`src/rtl/debug_pkg.sv`:
```
// Shared definitions for the debug unit: marker byte, host command opcodes,
// per-latch dump sizes and the frame serializer state encoding.
package debug_pkg;

  // Marker sent after a frame to tell the host the core is ready again
  localparam logic [7:0] READY_CHAR = 8'h52;

  // Host command opcodes
  localparam logic [7:0] CMD_DUMP_IF_ID  = 8'h02;
  localparam logic [7:0] CMD_DUMP_ID_EX  = 8'h03;
  localparam logic [7:0] CMD_DUMP_EX_MEM = 8'h04;
  localparam logic [7:0] CMD_DUMP_MEM_WB = 8'h05;
  localparam logic [7:0] CMD_LOAD        = 8'h07;
  localparam logic [7:0] CMD_CONTINUOUS  = 8'h08;
  localparam logic [7:0] CMD_STEP        = 8'h0A;
  localparam logic [7:0] CMD_RUN         = 8'h0D;
  localparam logic [7:0] CMD_STEP_MODE   = 8'h11;

  // Bytes per pipeline latch dump
  localparam int unsigned BYTES_IF_ID  = 4;
  localparam int unsigned BYTES_ID_EX  = 17;
  localparam int unsigned BYTES_EX_MEM = 10;
  localparam int unsigned BYTES_MEM_WB = 9;

  typedef enum logic [2:0] {
    StIdle,
    StSend,
    StWait,
    StMark,
    StWaitM,
    StFin
  } tx_state_t;

endpackage

```
`src/rtl/debug_frame_tx.sv`:
```
// Debug response serializer: snapshots a frame and streams it LSB byte first
// into an external 8N1 uart_tx, optionally followed by the ready marker.
module debug_frame_tx
  import debug_pkg::*;
#(
  parameter int unsigned FRAME_BITS = 136,
  parameter int unsigned MAX_BYTES  = (FRAME_BITS + 7) / 8,
  parameter int unsigned CNT_W      = $clog2(MAX_BYTES + 1)
) (
  input  logic                  i_clk,
  input  logic                  i_rst_n,
  input  logic                  i_start,
  input  logic [FRAME_BITS-1:0] i_frame,
  input  logic [CNT_W-1:0]      i_num_bytes,
  input  logic                  i_send_ready,
  input  logic                  i_tx_done,
  output logic                  o_tx_start,
  output logic [7:0]            o_tx_data,
  output logic                  o_busy,
  output logic                  o_done,
  output logic [CNT_W-1:0]      o_byte_idx
);

  localparam int unsigned ShiftW = MAX_BYTES * 8;

  tx_state_t          state_q, state_d;
  logic [ShiftW-1:0]  shift_q, shift_d;
  logic [CNT_W-1:0]   idx_q, idx_d;
  logic [CNT_W-1:0]   num_q, num_d;
  logic               ready_q, ready_d;
  logic [CNT_W-1:0]   idx_inc;
  logic [CNT_W-1:0]   num_clamp;

  assign idx_inc   = idx_q + CNT_W'(1);
  // Oversized requests are clamped so nothing past the shift register is sent
  assign num_clamp = (i_num_bytes > CNT_W'(MAX_BYTES)) ? CNT_W'(MAX_BYTES) : i_num_bytes;

  assign o_busy     = (state_q != StIdle);
  assign o_byte_idx = idx_q;

  // State, shift register and counters
  always_ff @(posedge i_clk or negedge i_rst_n) begin
    if (!i_rst_n) begin
      state_q <= StIdle;
      shift_q <= '0;
      idx_q   <= '0;
      num_q   <= '0;
      ready_q <= 1'b0;
    end else begin
      state_q <= state_d;
      shift_q <= shift_d;
      idx_q   <= idx_d;
      num_q   <= num_d;
      ready_q <= ready_d;
    end
  end

  // Next-state and uart handshake outputs
  always_comb begin
    state_d    = state_q;
    shift_d    = shift_q;
    idx_d      = idx_q;
    num_d      = num_q;
    ready_d    = ready_q;
    o_tx_start = 1'b0;
    o_tx_data  = 8'h00;
    o_done     = 1'b0;

    unique case (state_q)
      StIdle: begin
        if (i_start) begin
          shift_d = ShiftW'(i_frame);
          idx_d   = '0;
          num_d   = num_clamp;
          ready_d = i_send_ready;
          if (num_clamp != '0) begin
            state_d = StSend;
          end else if (i_send_ready) begin
            state_d = StMark;
          end else begin
            state_d = StFin;
          end
        end
      end
      StSend: begin
        o_tx_start = 1'b1;
        o_tx_data  = shift_q[7:0];
        state_d    = StWait;
      end
      StWait: begin
        o_tx_data = shift_q[7:0];
        if (i_tx_done) begin
          shift_d = shift_q >> 8;
          idx_d   = idx_inc;
          if (idx_inc < num_q) begin
            state_d = StSend;
          end else if (ready_q) begin
            state_d = StMark;
          end else begin
            state_d = StFin;
          end
        end
      end
      StMark: begin
        o_tx_start = 1'b1;
        o_tx_data  = READY_CHAR;
        state_d    = StWaitM;
      end
      StWaitM: begin
        o_tx_data = READY_CHAR;
        if (i_tx_done) begin
          state_d = StFin;
        end
      end
      StFin: begin
        o_done  = 1'b1;
        idx_d   = '0;
        state_d = StIdle;
      end
      default: begin
        state_d = StIdle;
      end
    endcase
  end

endmodule

```
`config.mk`:
```
export PLATFORM = sky130hd
export DESIGN_NAME = debug_frame_tx
export DESIGN_NICKNAME = d
export VERILOG_FILES = /design/src/rtl/debug_pkg.sv /design/src/rtl/debug_frame_tx.sv
export SDC_FILE = /design/constraint.sdc
export NUM_CORES = 1
export LEC_CHECK = 0
export ABC_CLOCK_PERIOD_IN_PS = 3700
export BUFFER_PORTS_ARGS = -buffer_cell sky130_fd_sc_hd__buf_2
export CORE_UTILIZATION = 60
export CTS_BUF_LIST = sky130_fd_sc_hd__clkbuf_4 sky130_fd_sc_hd__clkbuf_8
export DETAILED_ROUTE_END_ITERATION = 7
export GPL_TIMING_DRIVEN = 0
export HOLD_SLACK_MARGIN = 0.05
export PLACE_DENSITY = 0.91
export SYNTH_ARGS = -nofsm -noshare
export SYNTH_HDL_FRONTEND = slang
export SYNTH_SLANG_ARGS = --single-unit
```
`constraint.sdc`:
```
create_clock -name i_clk -period 3.7 [get_ports i_clk]
set_input_delay 0.74 -clock i_clk [delete_from_list [all_inputs] [get_ports i_clk]]
set_output_delay 0.74 -clock i_clk [all_outputs]
set_load 0.01 [all_outputs]
```
==> key figures <==
Power and ir drop
  – Clk pwr share: 0.180
  – Leak: 4.026 nW
  – Total power: 7.315 mW
  – Reg power frac: 0.396
  – Sw frac: 0.3909
  – Max IR drop VDD: 554.6 µV
  – Comb pwr share: 0.424
  – P per Cell Area: 860.3 nW/µm²
  – Net Switching: 2.859 mW
  – Cell-internal power: 4.455 mW

Clocking
  – CTS tree: done
  – Max H-tree Level: 4
  – Clock Tree Root: clkbuf_8
  – Clock latency at the later pin of the worst-skew pair: 0.46 ns
  – Post-CTS setup buffer count: 0
  – Worst-path clk slew: 0.08 ns
  – Clk sinks: 150
  – Worst-case clock buffer depth: 2
  – Total CTS buffers: 17
  – Post_cts resized: 0
  – # hold bufs at CTS: 0

Route
  – First-pass iteration count of the detailed router: 5
  – WL final: 16.91 mm
  – Post-DR wirelength/cell: 16.66 µm
  – Via/cell ratio: 5.575
  – Drt initial violations: 433
  – Vias: 5659
  – ANT nets after route: 0
  – DRC viols: 0

Cells and area
  – Share of layout cells above drive strength 1: 0.2724
  – Reg area: 3754 µm²
  – Area added between synthesis and finish: 20.50%
  – Fillers: 813
  – Final Cell Area: 8502 µm²
  – Non-filler cells in the finished layout: 1015
  – Final #Nets: 1008
  – Area of the multi-input gates: 3014 µm²
  – Core Util, Final: 0.7446

GRT
  – GRT Util Overall: 0.2908
  – Global route overflow: 0
  – First-pass GRT wire length: 27.64 mm
  – Initial antenna violation count: 1
  – Vias in the first global route: 5788
  – Largest net degree at the start of global routing: 93

Logic synthesis
  – Syn_area_per_cell: 10.44 µm²
  – Net Count, Synth: 827
  – Seq cells post-synth: 150
  – Async SR Flop Fraction: 1.000
  – Synth Instances: 676
  – Distinct cells, synth: 40
  – Mapped Area: 7056 µm²
  – Post-synth EDFFs: 0
  – Top_reg_cell synth: dfrtp_1
  – Post-synthesis sequential area ratio: 0.5320
  – Ys Warns: 0

Floorplan
  – Initial core utilization: 0.6179
  – CORE AREA: 11420 µm²
  – Row cnt: 39
  – Die width: 110.4 µm
  – Chip Height: 110.4 µm
  – I/O Pins: 162
  – Die area: 12200 µm²

Flow run
  – Max Cap Violations: 0

STA
  – RSZ-0062 raised after global routing: false
  – Setup TNS: 0 ns
  – Slew HR: 0.6137
  – Period Utilization, post-route: 0.7229
  – Layout Skew: 0.009222 ns
  – Post-route worst setup slack: 1.025 ns
  – Slew @ Worst Pin: 0.5750 ns
  – Max frequency: 373.9 MHz
  – Setup violations, final: 0
  – Crit path time final: 2.675 ns
  – Worst hold slack: 0.2441 ns
  – Slew Viols, Final: 0
  – Hold Fails Final Rpt: 0

Setup path
  – CP max FO: 10
  – R2R depth: 6
  – Kind of critical path: reg2out
  – Critical path arrival: 1.93 ns
  – Reg-to-Reg End: shift_q[31]
  – Required time of the critical path: 2.96 ns
  – Flop2flop setup slack: 1.70 ns
  – Startpoint Class: flip-flop
  – Worst r2r src: state_q[0]
  – Critical path endpoint category: primary output

Run status
  – Run status: finished, final reports clean

Placement
  – Placed cell area: 8074 µm²
  – Pre-CTS setup slack: 1.470 ns
  – PortBufs: 161
  – GPL Wtd Cong: 0.8562
  – Post-DP HPWL: 12.07 mm
  – Placed insts: 981

Min path
  – Hold Crit Class: in2async
cell usage in the layout, fill, tap and decap left out, drive strengths merged:
| master | instances |
|---|---|
| a21o | 1 |
| a21oi | 6 |
| a221oi | 1 |
| a22o | 11 |
| a31oi | 2 |
| and2 | 6 |
| and3b | 1 |
| and4bb | 1 |
| buf | 190 |
| bufinv | 2 |
| clkbuf | 46 |
| clkinv | 4 |
| clkinvlp | 1 |
| dfrtp | 150 |
| diode | 2 |
| ha | 5 |
| inv | 6 |
| mux2i | 128 |
| nand2 | 137 |
| nand2b | 1 |
| nand3 | 2 |
| nand3b | 4 |
| nand4bb | 1 |
| nor2 | 6 |
| nor2b | 1 |
| nor3 | 3 |
| nor4 | 1 |
| nor4b | 1 |
| o2111ai | 1 |
| o21a | 3 |
| o21ai | 140 |
| o22ai | 1 |
| o31a | 1 |
| or3 | 2 |
| xnor2 | 3 |
| xor2 | 1 |
how the worst max path moves through the flow:
stage	cells past startpoint	slack [ns]	end	startpoint
2_1_floorplan	4	1.73	o_tx_data[1]	state_q[1]
3_3_place_gp	1	-0.28	o_byte_idx[3]	i_rst_n
3_5_place_dp	6	1.47	shift_q[23]	i_tx_done
4_1_cts	5	1.00	o_tx_data[2]	state_q[1]
5_1_grt	5	0.82	o_tx_data[2]	state_q[1]
6_report	5	1.03	o_tx_data[2]	state_q[1]
power groups by stage:
stage	logic, mW	clock network (mW)	registers [mW]
floorplan	2.35	0	2.76
global placement	2.95	0	2.87
detailed placement	3.07	0	2.90
CTS	3.11	1.33	2.89
global route	3.45	1.40	2.98
finish	3.10	1.32	2.89
cell usage after synthesis (all sizes together), types with 4 or more instances:
| cell | n | area share |
|---|---|---|
| a21oi | 6 | 0.0043 |
| a22o | 11 | 0.014 |
| and2 | 6 | 0.0053 |
| buf | 28 | 0.024 |
| clkbuf | 21 | 0.014 |
| dfrtp | 150 | 0.53 |
| ha | 5 | 0.0089 |
| inv | 6 | 0.0032 |
| mux2i | 128 | 0.18 |
| nand2 | 137 | 0.073 |
| nand3b | 4 | 0.0043 |
| nor2 | 6 | 0.0043 |
| o21ai | 140 | 0.099 |
worst max-delay path: stages (launching register included):
cell      delay, ns
dfrtp_1        0.48
clkbuf_1       0.37
xnor2_1        0.13
nor2_1         0.22
and2_1         0.16
buf_2          0.12
per-layer routing:
layer	vias up	part of all wire	track usage
met5	-	0	0
met2	190	0.49	0.4882
met4	0	0.019	0.1049
li1	2722	-	-
met3	28	0.059	0.07300
met1	2719	0.43	0.3658
cells by family (layout without fill, tap and decap cells):
group / count (synthesis) / after routing / synth area share
XOR/XNOR: 4 / 4 / 0.004966
buffers and inverters: 55 / 249 / 0.04079
flip-flops: 150 / 150 / 0.5320
multiplexers: 128 / 128 / 0.1816
AO/OA/AOI/OAI: 167 / 167 / 0.1279
adder cells (fa/ha/maj): 5 / 5 / 0.008867
other: 0 / 2 / 0
AND/OR/NAND/NOR: 167 / 167 / 0.1039
state kept, by name, indices dropped and copies added (netlist names):
name        flops
shift_q       136
state_q         3
ready_q         1
o_byte_idx      5
num_q           5
cell type report:
class                      count  share of cell area
antenna                        2           0.0005887
buffer                        49             0.03120
clock buffer                  25             0.03900
clock inverter                 7             0.01074
inverter                       6            0.002649
multi-input combinational    471              0.3545
sequential                   150              0.4415
tap                          143             0.02104
timing repair buffer         162             0.09875
Note: power is estimated with default switching activity, not from simulation.
